<file path="src/rtl/hazard_ctrl_pkg.sv">
// Shared encodings for the pipeline hazard controller: FSM states, forwarding
// select codes, stall vectors and the operand forwarding decision.
package hazard_ctrl_pkg;

  typedef enum logic [1:0] {
    StIdle = 2'd0,
    StBusy = 2'd1,
    StDone = 2'd2
  } state_e;

  localparam logic [1:0] FWD_RF  = 2'b00;
  localparam logic [1:0] FWD_EX  = 2'b01;
  localparam logic [1:0] FWD_MEM = 2'b10;

  // Stall bits are {wb,mem,ex,id,if,pc}.
  localparam logic [5:0] STALL_NONE    = 6'b000000;
  localparam logic [5:0] STALL_LOADUSE = 6'b000111;
  localparam logic [5:0] STALL_MC      = 6'b001111;

  // EX beats MEM; register 0 is hardwired and never forwarded.
  function automatic logic [1:0] fwd_sel(input logic       rd,
                                         input logic [4:0] addr,
                                         input logic       ex_wreg,
                                         input logic [4:0] ex_wd,
                                         input logic       mem_wreg,
                                         input logic [4:0] mem_wd);
    logic [1:0] sel;
    sel = FWD_RF;
    if (rd && (addr != 5'd0)) begin
      if (ex_wreg && (ex_wd == addr)) begin
        sel = FWD_EX;
      end else if (mem_wreg && (mem_wd == addr)) begin
        sel = FWD_MEM;
      end
    end
    return sel;
  endfunction

endpackage

</file>
<file path="src/rtl/hazard_ctrl.sv">
// Pipeline hazard controller: operand forwarding, load-use interlock,
// multi-cycle EX op sequencing and a saturating stall-cycle counter.
module hazard_ctrl
  import hazard_ctrl_pkg::*;
(
  input  logic        clk,
  input  logic        rst,
  input  logic        id_reg1_read,
  input  logic        id_reg2_read,
  input  logic [4:0]  id_reg1_addr,
  input  logic [4:0]  id_reg2_addr,
  input  logic        ex_wreg,
  input  logic [4:0]  ex_wd,
  input  logic        ex_is_load,
  input  logic        mem_wreg,
  input  logic [4:0]  mem_wd,
  input  logic        ex_mc_start,
  input  logic [5:0]  ex_mc_cycles,
  input  logic        flush,
  output logic [5:0]  stall,
  output logic [1:0]  fwd1_sel,
  output logic [1:0]  fwd2_sel,
  output logic        mc_busy,
  output logic        mc_done,
  output logic [15:0] stall_cycles
);

  state_e      state_q, state_d;
  logic [5:0]  cnt_q, cnt_d;
  logic [15:0] stall_cycles_q;

  // Forwarding stays live through stalls and reset.
  assign fwd1_sel = fwd_sel(id_reg1_read, id_reg1_addr, ex_wreg, ex_wd, mem_wreg, mem_wd);
  assign fwd2_sel = fwd_sel(id_reg2_read, id_reg2_addr, ex_wreg, ex_wd, mem_wreg, mem_wd);

  always_comb begin
    state_d = state_q;
    cnt_d   = cnt_q;
    stall   = STALL_NONE;
    mc_busy = 1'b0;
    mc_done = 1'b0;
    if (flush) begin
      state_d = StIdle;
      cnt_d   = 6'd0;
    end else begin
      unique case (state_q)
        StIdle, StDone: begin
          mc_done = (state_q == StDone);
          state_d = StIdle;
          if (ex_mc_start) begin
            stall   = STALL_MC;
            // Start cycle is itself the first stalled cycle.
            cnt_d   = (ex_mc_cycles == 6'd0) ? 6'd0 : ex_mc_cycles - 6'd1;
            state_d = (cnt_d != 6'd0) ? StBusy : StDone;
          end else if ((state_q == StIdle) && ex_is_load &&
                       ((fwd1_sel == FWD_EX) || (fwd2_sel == FWD_EX))) begin
            stall = STALL_LOADUSE;
          end
        end
        StBusy: begin
          stall   = STALL_MC;
          mc_busy = 1'b1;
          if (cnt_q == 6'd1) begin
            cnt_d   = 6'd0;
            state_d = StDone;
          end else begin
            cnt_d = cnt_q - 6'd1;
          end
        end
        default: begin
          state_d = StIdle;
          cnt_d   = 6'd0;
        end
      endcase
    end
    if (rst) begin
      stall   = STALL_NONE;
      mc_busy = 1'b0;
      mc_done = 1'b0;
    end
  end

  always_ff @(posedge clk) begin
    if (rst) begin
      state_q        <= StIdle;
      cnt_q          <= 6'd0;
      stall_cycles_q <= 16'd0;
    end else begin
      state_q <= state_d;
      cnt_q   <= cnt_d;
      if (stall[0] && (stall_cycles_q != 16'hFFFF)) begin
        stall_cycles_q <= stall_cycles_q + 16'd1;
      end
    end
  end

  assign stall_cycles = stall_cycles_q;

endmodule

</file>
<file path="config.mk">
export PLATFORM = sky130hd
export DESIGN_NAME = hazard_ctrl
export DESIGN_NICKNAME = d
export VERILOG_FILES = /design/src/rtl/hazard_ctrl_pkg.sv /design/src/rtl/hazard_ctrl.sv
export SDC_FILE = /design/constraint.sdc
export NUM_CORES = 1
export LEC_CHECK = 0
export ABC_AREA = 1
export CORE_UTILIZATION = 50
export DETAILED_ROUTE_END_ITERATION = 10
export HOLD_SLACK_MARGIN = 0.15
export PLACE_DENSITY = 0.82
export SLEW_MARGIN = 20
export SYNTH_ARGS = -nofsm -noshare
export SYNTH_HDL_FRONTEND = slang
export SYNTH_SLANG_ARGS = --single-unit
export TNS_END_PERCENT = 50
</file>
<file path="constraint.sdc">
create_clock -name clk -period 2.8 [get_ports clk]
set_clock_uncertainty 0.1 [all_clocks]
set_input_delay 0.56 -clock clk [delete_from_list [all_inputs] [get_ports clk]]
set_output_delay 0.56 -clock clk [all_outputs]
set_load 0.05 [all_outputs]
</file>
[Word level (Yosys, flattened, before mapping)]
Cells that the tools add are included.
Storage, ports and cells
  bits of input ports: 35
  word-level logic and storage cells: 60
  flip-flop bits (word level): 24
Cells by class
  multiplexer cells: 25
  reduce and logical (&&, ||, !) cells: 17
  add/subtract/negate cells: 3
  equality and inequality tests: 12
Operator list (number)
  $mux W6: 4
  $eq A5 B5 Y1: 4
  $mux W2: 9
  $add A16 B1 Y16 const B: 1
  $ne A16 B16 Y1 const B: 1
  $pmux W6 S2: 1
  $sub A6 B1 Y6 const B: 2
  $reduce_bool A5 Y1: 2
  $logic_and A1 B1 Y1: 9
  $mux W4: 2
  $pmux W4 S2: 1
  $eq A2 B1 Y1 const B: 3
  $eq A6 B1 Y1 const B: 1
  $logic_not A6 Y1: 1
  $mux W1: 6
  $reduce_bool A6 Y1: 1
  $ne A2 B2 Y1 const B: 2
  $pmux W2 S2: 1
  $reduce_or A2 Y1: 2
  $mux W3: 1
  $eq A2 B2 Y1 const B: 1
  $logic_not A2 Y1: 1
  $logic_or A1 B1 Y1: 1

[Logic depth before layout (Yosys ltp)]
Gate-level depths: netlist of run 1.
  depth after elaboration: 14
  depth in mapped cells: 13
  gate-level depth less buffers: 12

[Worst setup path after synthesis of run 1]
No wires, ideal clock.
  path type: input-to-output
  start: input id_reg2_addr[2]
  end: output fwd2_sel[1]
  slack: -0.303 ns
  data arrival time: 2.443 ns
  cell stages on the path: 4
  data required time: 2.140 ns
  buffers on the path: 0
  path through: xor2_1 a221oi_1 nand3_1 nor4_1
Between the ends
  word-level cells in the longest chain between the ends: 5
  elaborated cells on any way between the ends: 9
Ends and longest elaborated chain
  start, declared: line hazard_ctrl.sv:11  | input logic [4:0] id_reg2_addr,
  $eq A5 B5 Y1: line hazard_ctrl_pkg.sv:32  | end else if (mem_wreg && (mem_wd == addr)) begin
  $logic_and A1 B1 Y1: line hazard_ctrl_pkg.sv:32
  $mux W2: line hazard_ctrl_pkg.sv:32
  $mux W2: line hazard_ctrl_pkg.sv:30  | if (ex_wreg && (ex_wd == addr)) begin
  $mux W2 (*): line hazard_ctrl_pkg.sv:29  | if (rd && (addr != 5'd0)) begin
  end, declared: line hazard_ctrl.sv:22  | output logic [1:0] fwd2_sel,
Every way passes the cells marked *; elsewhere a longest branch is shown, timed or not.

[Worst setup path in the final report of run 1]
  start: input id_reg1_addr[0]
  end: output stall[1]
Between the ends
  word-level cells in the longest chain between the ends: 13
  elaborated cells on any way between the ends: 17
Ends and longest elaborated chain
  start, declared: line hazard_ctrl.sv:10  | input logic [4:0] id_reg1_addr,
  $eq A5 B5 Y1: line hazard_ctrl_pkg.sv:32
  $logic_and A1 B1 Y1: line hazard_ctrl_pkg.sv:32
  $mux W2: line hazard_ctrl_pkg.sv:32
  $mux W2: line hazard_ctrl_pkg.sv:30
  $mux W2 (*): line hazard_ctrl_pkg.sv:29
  $eq A2 B1 Y1 (*): line hazard_ctrl.sv:56  | ((fwd1_sel == FWD_EX) || (fwd2_sel == FWD_EX))) begin
  $logic_or A1 B1 Y1 (*): line hazard_ctrl.sv:56
  $logic_and A1 B1 Y1 (*): line hazard_ctrl.sv:55  | end else if ((state_q == StIdle) && ex_is_load &&
  $mux W3 (*): line hazard_ctrl.sv:55
  $mux W4 (*): line hazard_ctrl.sv:50  | if (ex_mc_start) begin
  $pmux W4 S2 (*): line hazard_ctrl.sv:46  | unique case (state_q)
  $mux W4 (*): line hazard_ctrl.sv:42  | if (flush) begin
  $mux W6 (*): line hazard_ctrl.sv:76  | if (rst) begin
  end, declared: line hazard_ctrl.sv:20  | output logic [5:0] stall,
Marked as above.

==> impl_metrics.env, run 1 <==
export IMPL_outcome="complete, no violations"
export IMPL_route_detailed_drc=0
export IMPL_met3_length_um=221
export IMPL_p_leak_nw=1.21
export IMPL_cp_startpoint="id_reg1_addr[0]"
export IMPL_wl_per_cell_um=12.4
export IMPL_core_area_sq_um=3800
export IMPL_rows=22
export IMPL_report_final_slew_viol_count=0
export IMPL_synth_top_family_by_area="simple AND/OR/NAND/NOR gates"
export IMPL_hold_buffers=0
export IMPL_wirelength_um=5260
export IMPL_clock_latency_ns=0.27
export IMPL_diodes=0
export IMPL_drive_gt1_share_pct=13.8
export IMPL_cts_tree="yes"
export IMPL_cts_buffers=3
export IMPL_critPathMaxFanout=11
export IMPL_num_vias=2218
export IMPL_grt_ovfl_total=0
export IMPL_reg2reg_to="stall_cycles[12]"
export IMPL_crit_path_end_kind="output pin"
export IMPL_crit_type="in2out"
export IMPL_synthArstFlopShare_pct=0
export IMPL_met1_length_um=2450
export IMPL_dieArea_sq_um=4370
export IMPL_netSwitchingFraction_pct=27.9
export IMPL_finalCriticalPeriod_ns=2.72
export IMPL_crit_end="stall[1]"
export IMPL_grt_pass1_wl_um=9160
export IMPL_numPortBuffers=60
export IMPL_place_detailed_hpwl_um=4150
export IMPL_relSlewSlack_pct=65.8
export IMPL_start_util_pct=54.1
export IMPL_track_usage_pct=26.9
export IMPL_io_pins=63
export IMPL_p_per_area_nw_per_um2=312
export IMPL_reg2reg_depth=9
export IMPL_worstReg2RegStart="stall_cycles[0]"
export IMPL_power_frac_comb_pct=26.0
export IMPL_root_buffer="clkbuf_8"
export IMPL_yosys_most_used_dff="dfxtp_1"
export IMPL_cts_num_sinks=24
export IMPL_layout_common_cells="nand2_1 (70), clkdlybuf4s50_1 (48), inv_1 (42)"
export IMPL_syn_inst=315
export IMPL_tightestPinTransition_ns=0.511
export IMPL_clk_path_buf_depth=2
export IMPL_r2r_slack_ns=0.78
export IMPL_whs_ns=0.420
export IMPL_netlist_area_sq_um=2050
export IMPL_setup_viol=0
export IMPL_nets=416
export IMPL_synth_mux_area_fraction_pct=0
export IMPL_clkTransAtPathRegs_ns=0.09
export IMPL_setup_tns_final_ns=0
export IMPL_clkPwrFrac_pct=34.5
export IMPL_synth_area_per_cell_sq_um=6.52
export IMPL_htree_levels=1
export IMPL_grt_start_max_net_pins=18
export IMPL_die_x_um=66.1
export IMPL_ys_warn_count=0
export IMPL_hold_violations=0
export IMPL_worst_slack_ns=0.0848
export IMPL_fmax_mhz=368
export IMPL_cap_violations=0
export IMPL_gp_congestion=0.983
export IMPL_critPathLaunchType="primary input"
export IMPL_routed_wl_met2_um=2540
export IMPL_antenna_left=0
export IMPL_drtIter0Drc=144
export IMPL_dieHeight_um=66.1
export IMPL_drt_pass1_iter_count=4
export IMPL_final_common_cell="nand2_1"
export IMPL_synth_xor_xnor_area_share_pct=10.2
export IMPL_grt_pass1_vias=2104
export IMPL_total_power_mw=0.896
export IMPL_cp_required_ns=2.14
export IMPL_ir_worst_vdd_uv=250
export IMPL_yosys_area_share_simple_pct=37.3
export IMPL_hp_class="reg2reg"
export IMPL_synth_compound_area_share_pct=13.6
export IMPL_synth_seq_cells=24
export IMPL_dpl_worst_slack_ns=0.0842
export IMPL_p_int_mw=0.646
export IMPL_arrival_ns=2.06
export IMPL_p_seq_share_pct=39.5
export IMPL_period_share_pct=97.0
export IMPL_viasPerCell=5.23
export IMPL_power_switching_mw=0.250
export IMPL_synth_distinct_cells=37
export IMPL_synth_seq_area_share_pct=23.4
export IMPL_dr_max_layer_used="met4"
export IMPL_syn2layout_area_growth_pct=40.0
export IMPL_synth_edf_count=0
export IMPL_antenna_found_initial=0
export IMPL_synth_fa_ha_area_share_pct=2.44
## final cells by class
class                   instances  area (sq um)
well taps                      48          60.1
flip-flops and latches         24           480
clock inverters                 1          30.0
inverters                      46           173
clock buffers                   3          41.3
fillers                       297           923
repair buffers                 66           763
multi-input cells             236          1330
## worst min path at each step
stage | from | endpoint | cells after the start
4_1_cts | stall_cycles[15] | stall_cycles[15] | 2
3_3_place_gp | stall_cycles[1] | stall_cycles[1] | 2
6_report | stall_cycles[15] | stall_cycles[15] | 2
2_1_floorplan | cnt_q[5] | cnt_q[5] | 2
5_1_grt | cnt_q[2] | cnt_q[2] | 2
3_5_place_dp | stall_cycles[15] | stall_cycles[15] | 2
## synth_stat cells (2+ instances only)
master	instances	share of area, %
nand3_2	7	3.4
nor2_1	29	5.3
nor3_1	4	0.97
dfxtp_1	24	23
ha_1	4	2.4
nand4_1	4	1.2
o21ai_0	10	2.4
nand2_2	3	0.91
buf_4	5	1.8
nor2_2	2	0.61
inv_2	4	0.73
xor2_1	16	6.8
nand3_1	35	8.5
o2111ai_1	2	0.85
a21oi_1	15	3.7
a21oi_2	7	3.0
o22ai_1	5	1.5
nand2_1	70	13
nand2_4	2	1.1
xnor2_1	8	3.4
clkbuf_1	2	0.37
inv_1	42	7.7
## worst max-delay path: stages
cell and delay, ns:
clkdlybuf4s50_1 0.53, inv_2 0.06, nand2_1 0.05, nand3_1 0.11, nor2_2 0.14, nand3_1 0.11, nand2_1 0.08, nand2_1 0.06
nand2_2 0.07, buf_12 0.15, buf_12 0.14
## power by group through the flow
stage	Clock, mW	Sequential [mW]	Combinational, mW
finish	0.309	0.354	0.233
global route	0.328	0.355	0.255
CTS	0.315	0.354	0.228
detailed placement	0	0.362	0.227
global placement	0	0.362	0.224
floorplan	0	0.364	0.129
## registers in the layout (all words and copies together) (netlist names)
signal        flops
cnt_q             6
state_q           2
stall_cycles     16
## stage by stage
step,util (%),area [sq um],std cells
after floorplan,-,2060,316
after global placement,73.1,2780,418
after detailed placement,73.1,2780,418
after CTS,75.0,2850,422
after global routing,75.7,2880,424
final,75.7,2880,424
## routing by layer
layer  GRT usage, %  vias to the layer above
met5              0                        -
met3           3.79                        6
li1               -                     1136
met2           45.7                       59
met1           35.5                     1017
met4           6.65                        0
## cell families after synthesis
kind of cell / Yosys count
flip-flops: 24
AO/OA/AOI/OAI: 45
XOR/XNOR: 24
adder cells (fa/ha/maj): 4
buffers and inverters: 56
other: 1
AND/OR/NAND/NOR: 161
## what timing repair did
action	4_1_cts	5_1_grt
hold endpoints to repair	0	0
buffers inserted	0	2
resized for setup	0	4
endpoints found under the setup margin	0	4
No activity file was read; power rests on OpenSTA's default activity.
==> run 2: changes to the inputs <==
Settings changed: DONT_BUFFER_PORTS set to 1, PLACE_DENSITY 0.82 to 0.62.
==> impl_metrics.env, run 2 (synthesized netlist as in run 1, its figures left out) <==
export IMPL_antenna_left=0
export IMPL_nFillCells=388
export IMPL_cp_slowest_stage_delay_ns=0.27
export IMPL_grt_ovfl_total=0
export IMPL_cap_violations=0
export IMPL_root_buffer="clkbuf_8"
export IMPL_layout_common_cells="nand2_1 (70), inv_1 (42), nand3_1 (35)"
export IMPL_arrival_ns=1.54
export IMPL_dieArea_sq_um=4370
export IMPL_wl_per_cell_um=12.5
export IMPL_largest_reg_flops=16
export IMPL_antenna_found_initial=0
export IMPL_critPathLaunchType="primary input"
export IMPL_dieHeight_um=66.1
export IMPL_cts_num_sinks=24
export IMPL_grt_start_max_net_pins=23
export IMPL_path_cells="inv_1 > nand2_1 > nand2_1 > nand2_1 > nor2_1 > nand3_1 > nand2_1 > nand2_1 > nand2_2 > buf_12"
export IMPL_clkTransAtPathRegs_ns=0.09
export IMPL_path_buf_inv=2
export IMPL_drt_pass1_iter_count=4
export IMPL_worst_slack_ns=0.601
export IMPL_start_util_pct=54.1
export IMPL_grt_pass1_vias=1880
export IMPL_final_common_cell="nand2_1"
export IMPL_diodes=0
export IMPL_dpl_worst_slack_ns=0.596
export IMPL_drive_gt1_share_pct=16.9
export IMPL_cpMostUsedCell="nand2_1"
export IMPL_critPathMaxFanout=22
export IMPL_report_final_slew_viol_count=0
export IMPL_clk_path_buf_depth=2
export IMPL_cp_required_ns=2.14
export IMPL_htree_levels=1
export IMPL_outcome="complete, no violations"
export IMPL_place_detailed_hpwl_um=3750
export IMPL_critical_path_top_delay_family="simple AND/OR/NAND/NOR gates"
export IMPL_cts_tree="yes"
export IMPL_period_share_pct=78.5
export IMPL_tightestPinTransition_ns=0.590
export IMPL_num_vias=1961
export IMPL_postCtsResizedCells=0
export IMPL_fmax_mhz=455
export IMPL_rows=22
export IMPL_slowest_stage="buf_12"
export IMPL_finalCriticalPeriod_ns=2.20
export IMPL_p_leak_nw=0.997
export IMPL_hp_class="in2reg"
export IMPL_cts_buffers=3
export IMPL_route_detailed_drc=0
export IMPL_hold_buffers=0
export IMPL_r2r_slack_ns=0.83
export IMPL_hold_violations=0
export IMPL_clock_latency_ns=0.27
export IMPL_viasPerCell=5.17
export IMPL_crit_path_end_kind="output pin"
export IMPL_setup_viol=0
export IMPL_relSlewSlack_pct=60.7
export IMPL_gp_congestion=0.887
export IMPL_rsz0062_at_grt="false"
export IMPL_io_pins=63
export IMPL_core_area_sq_um=3800
export IMPL_crit_type="in2out"
export IMPL_wirelength_um=4740
export IMPL_track_usage_pct=23.4
export IMPL_numPortBuffers=0
export IMPL_grt_pass1_wl_um=8030
export IMPL_drtIter0Drc=110
export IMPL_ir_worst_vdd_uv=335
export IMPL_postCtsSetupRepairBufs=0
export IMPL_p_per_area_nw_per_um2=326
export IMPL_setup_tns_final_ns=0
export IMPL_die_x_um=66.1
export IMPL_syn2layout_area_growth_pct=10.2
export IMPL_nets=371
[run 2: cell types whose count changed in the layout (fill, tap and decap cells not counted), sizes merged]
| cell | delta |
|---|---|
| clkdlybuf4s50 | -48 |
| dlymetal6s2s | -2 |
| buf | +5 |
| bufinv | -1 |
| clkbuf | +1 |
[run 2: final timing paths]
path	startpoint	endpoint	cells after the start
max	id_reg2_addr[4]	stall[1]	10
min	rst	stall_cycles[12]	1
max reg2reg	stall_cycles[0]	stall_cycles[13]	9
min reg2reg	stall_cycles[1]	stall_cycles[1]	2
[run 2: area by class of cell]
type                            instances  area, sq um  share of cell area [%]
Tap cell                               48         60.1                    2.65
Timing Repair Buffer                   21          170                    7.52
Clock buffer                            4         55.1                    2.43
Inverter                               46          173                    7.63
Sequential cell                        24          480                    21.2
Multi-Input combinational cell        236         1330                    58.5
[run 2: stage by stage]
step	cells	total power [mW]	util, %	instance area (sq um)	hold WS [ns]
finish	379	0.737	59.6	2260	0.241
global route	379	0.772	59.6	2260	0.232
CTS	379	0.742	59.6	2260	0.237
detailed placement	375	0.507	58.1	2210	0.394
global placement	375	0.506	58.1	2210	0.385
floorplan	316	0.494	-	2060	0.375
[run 2: worst reg2reg max path: cells and delay by family, from the launching register on]
kind	cells	cell delay, ns
simple gates	6	0.94
flops	1	0.42
fa+ha+maj	1	0.25
compound gates	1	0.11
buf+inv	1	0.10
[run 2: routing by layer]
metal  vias up  routed length (um)  GRT usage [%]
met1       848                2410           32.1
met3         2                 336           6.55
li1       1053                   -              -
met4         0                  18           3.19
met2        58                1980           37.2
met5         -                   0              0
[run 2: report_power, final]
group | switching [mW] | internal, mW | total, mW
combinational | 0.0946 | 0.0498 | 0.144
clock | 0.113 | 0.126 | 0.239
sequential | 0.00695 | 0.347 | 0.354
==> run 3: changes to the inputs <==
Clock period 2.8 ns to 2.2 ns, I/O delays scaled along.
==> impl_metrics.env, run 3 (synthesized netlist as in run 1, its figures left out) <==
export IMPL_gp_congestion=0.896
export IMPL_outcome="complete, no violations"
export IMPL_path_cells="inv_1 > nand2_1 > nor2_1 > nand2_1 > nand2_2 > buf_12"
export IMPL_antenna_found_initial=0
export IMPL_final_common_cell="nand2_1"
export IMPL_place_detailed_hpwl_um=3910
export IMPL_p_per_area_nw_per_um2=451
export IMPL_nFillCells=385
export IMPL_critical_path_top_delay_family="buffers and inverters"
export IMPL_whs_ns=0.230
export IMPL_post_place_cells=377
export IMPL_setup_viol=0
export IMPL_cts_num_sinks=24
export IMPL_io_pins=63
export IMPL_rows=22
export IMPL_rsz0062_at_grt="false"
export IMPL_hold_violations=0
export IMPL_postCtsSetupRepairBufs=0
export IMPL_tightestPinTransition_ns=0.727
export IMPL_start_util_pct=54.1
export IMPL_route_detailed_drc=0
export IMPL_dieHeight_um=66.1
export IMPL_critPathMaxFanout=11
export IMPL_grt_pass1_wl_um=8540
export IMPL_hold_depth=3
export IMPL_ir_worst_vdd_uv=368
export IMPL_htree_levels=1
export IMPL_cts_tree="yes"
export IMPL_clock_latency_ns=0.27
export IMPL_cpMostUsedCell="nand2_1"
export IMPL_period_share_pct=90.5
export IMPL_num_vias=2042
export IMPL_report_final_slew_viol_count=0
export IMPL_drt_pass1_iter_count=4
export IMPL_dieArea_sq_um=4370
export IMPL_track_usage_pct=25.2
export IMPL_antenna_left=0
export IMPL_path_buf_inv=2
export IMPL_nets=374
export IMPL_layout_common_cells="nand2_1 (70), inv_1 (42), nand3_1 (35)"
export IMPL_relSlewSlack_pct=51.4
export IMPL_diodes=0
export IMPL_critPathLaunchType="flop"
export IMPL_fmax_mhz=502
export IMPL_reg2reg_depth=9
export IMPL_wl_per_cell_um=13.0
export IMPL_p_leak_nw=1.02
export IMPL_worst_slack_ns=0.209
export IMPL_cp_slowest_stage_delay_ns=0.37
export IMPL_cp_required_ns=1.66
export IMPL_cap_violations=0
export IMPL_grt_ovfl_total=0
export IMPL_fin_util_pct=60.7
export IMPL_finalCriticalPeriod_ns=1.99
export IMPL_placed_area_sq_um=2220
export IMPL_wirelength_um=4970
export IMPL_crit_path_end_kind="output pin"
export IMPL_slowest_stage="dfxtp_1"
export IMPL_grt_start_max_net_pins=18
export IMPL_crit_cells=6
export IMPL_die_x_um=66.1
export IMPL_cts_buffers=3
export IMPL_largest_reg_flops=16
export IMPL_drive_gt1_share_pct=17.4
export IMPL_arrival_ns=1.45
export IMPL_root_buffer="clkbuf_8"
export IMPL_crit_type="reg2out"
export IMPL_dpl_worst_slack_ns=0.276
export IMPL_grt_pass1_vias=1910
export IMPL_clkTransAtPathRegs_ns=0.09
export IMPL_multi_input_area_sq_um=1330
export IMPL_clk_path_buf_depth=2
export IMPL_hp_class="in2reg"
export IMPL_instances_no_fill=382
export IMPL_core_area_sq_um=3800
export IMPL_seq_area_sq_um=480
export IMPL_finalInstanceArea_sq_um=2300
export IMPL_drtIter0Drc=154
export IMPL_numPortBuffers=0
export IMPL_viasPerCell=5.35
export IMPL_syn2layout_area_growth_pct=12.2
run 3: cell count changes in the layout (fill, tap and decap cells not counted), sizes merged:
cell         before  now
buf              21   23
bufinv            0    1
clkbuf            4    3
dlygate4sd3       0    1
run 3: per-stage QoR:
stage	setup TNS (ns)	total power, mW
4_1_cts	0	1.05
3_5_place_dp	0	0.649
2_1_floorplan	-0.301	0.630
6_report	0	1.04
3_3_place_gp	0	0.647
5_1_grt	0	1.09
run 3: worst paths after layout:
| path | to | from | slack [ns] |
|---|---|---|---|
| hold reg to reg | stall_cycles[1] | stall_cycles[1] | 0.41 |
| hold / removal | stall_cycles[8] | rst | 0.23 |
| setup reg to reg | stall_cycles[9] | stall_cycles[0] | 0.23 |
| setup / recovery | stall[2] | state_q[0] | 0.21 |
run 3: report_power, final:
| group | switching (mW) | total [mW] | internal (mW) |
|---|---|---|---|
| clock network | 0.149 | 0.393 | 0.244 |
| registers | 0.00830 | 0.450 | 0.442 |
| logic | 0.129 | 0.196 | 0.0670 |
run 3: what timing repair did:
item	4_1_cts	5_1_grt
resized for setup	0	0
hold endpoints to repair	14	0
hold buffers	1	0
run 3: layout make-up:
class / count / share of cell area, %
clock buffer: 3 / 1.79
clock inverter: 1 / 1.30
multi-input combinational: 236 / 57.5
sequential: 24 / 20.8
timing repair buffer: 24 / 8.47
tap: 48 / 2.61
inverter: 46 / 7.49
run 3: tightest hold or removal path, delay by kind of cell:
kind	cells	cell delay, ns
AND/OR/NAND/NOR	2	0.09
buffers and inverters	1	0.04
run 3: metal layers:
metal | share of wire (%) | wire length [um] | global-route usage, % | vias to the layer above
met2 | 44 | 2170 | 40.7 | 57
met1 | 48 | 2390 | 33.0 | 927
li1 | - | - | - | 1050
met5 | 0 | 0 | 0 | -
met4 | 1.4 | 70 | 6.91 | 0
met3 | 6.7 | 333 | 6.21 | 8
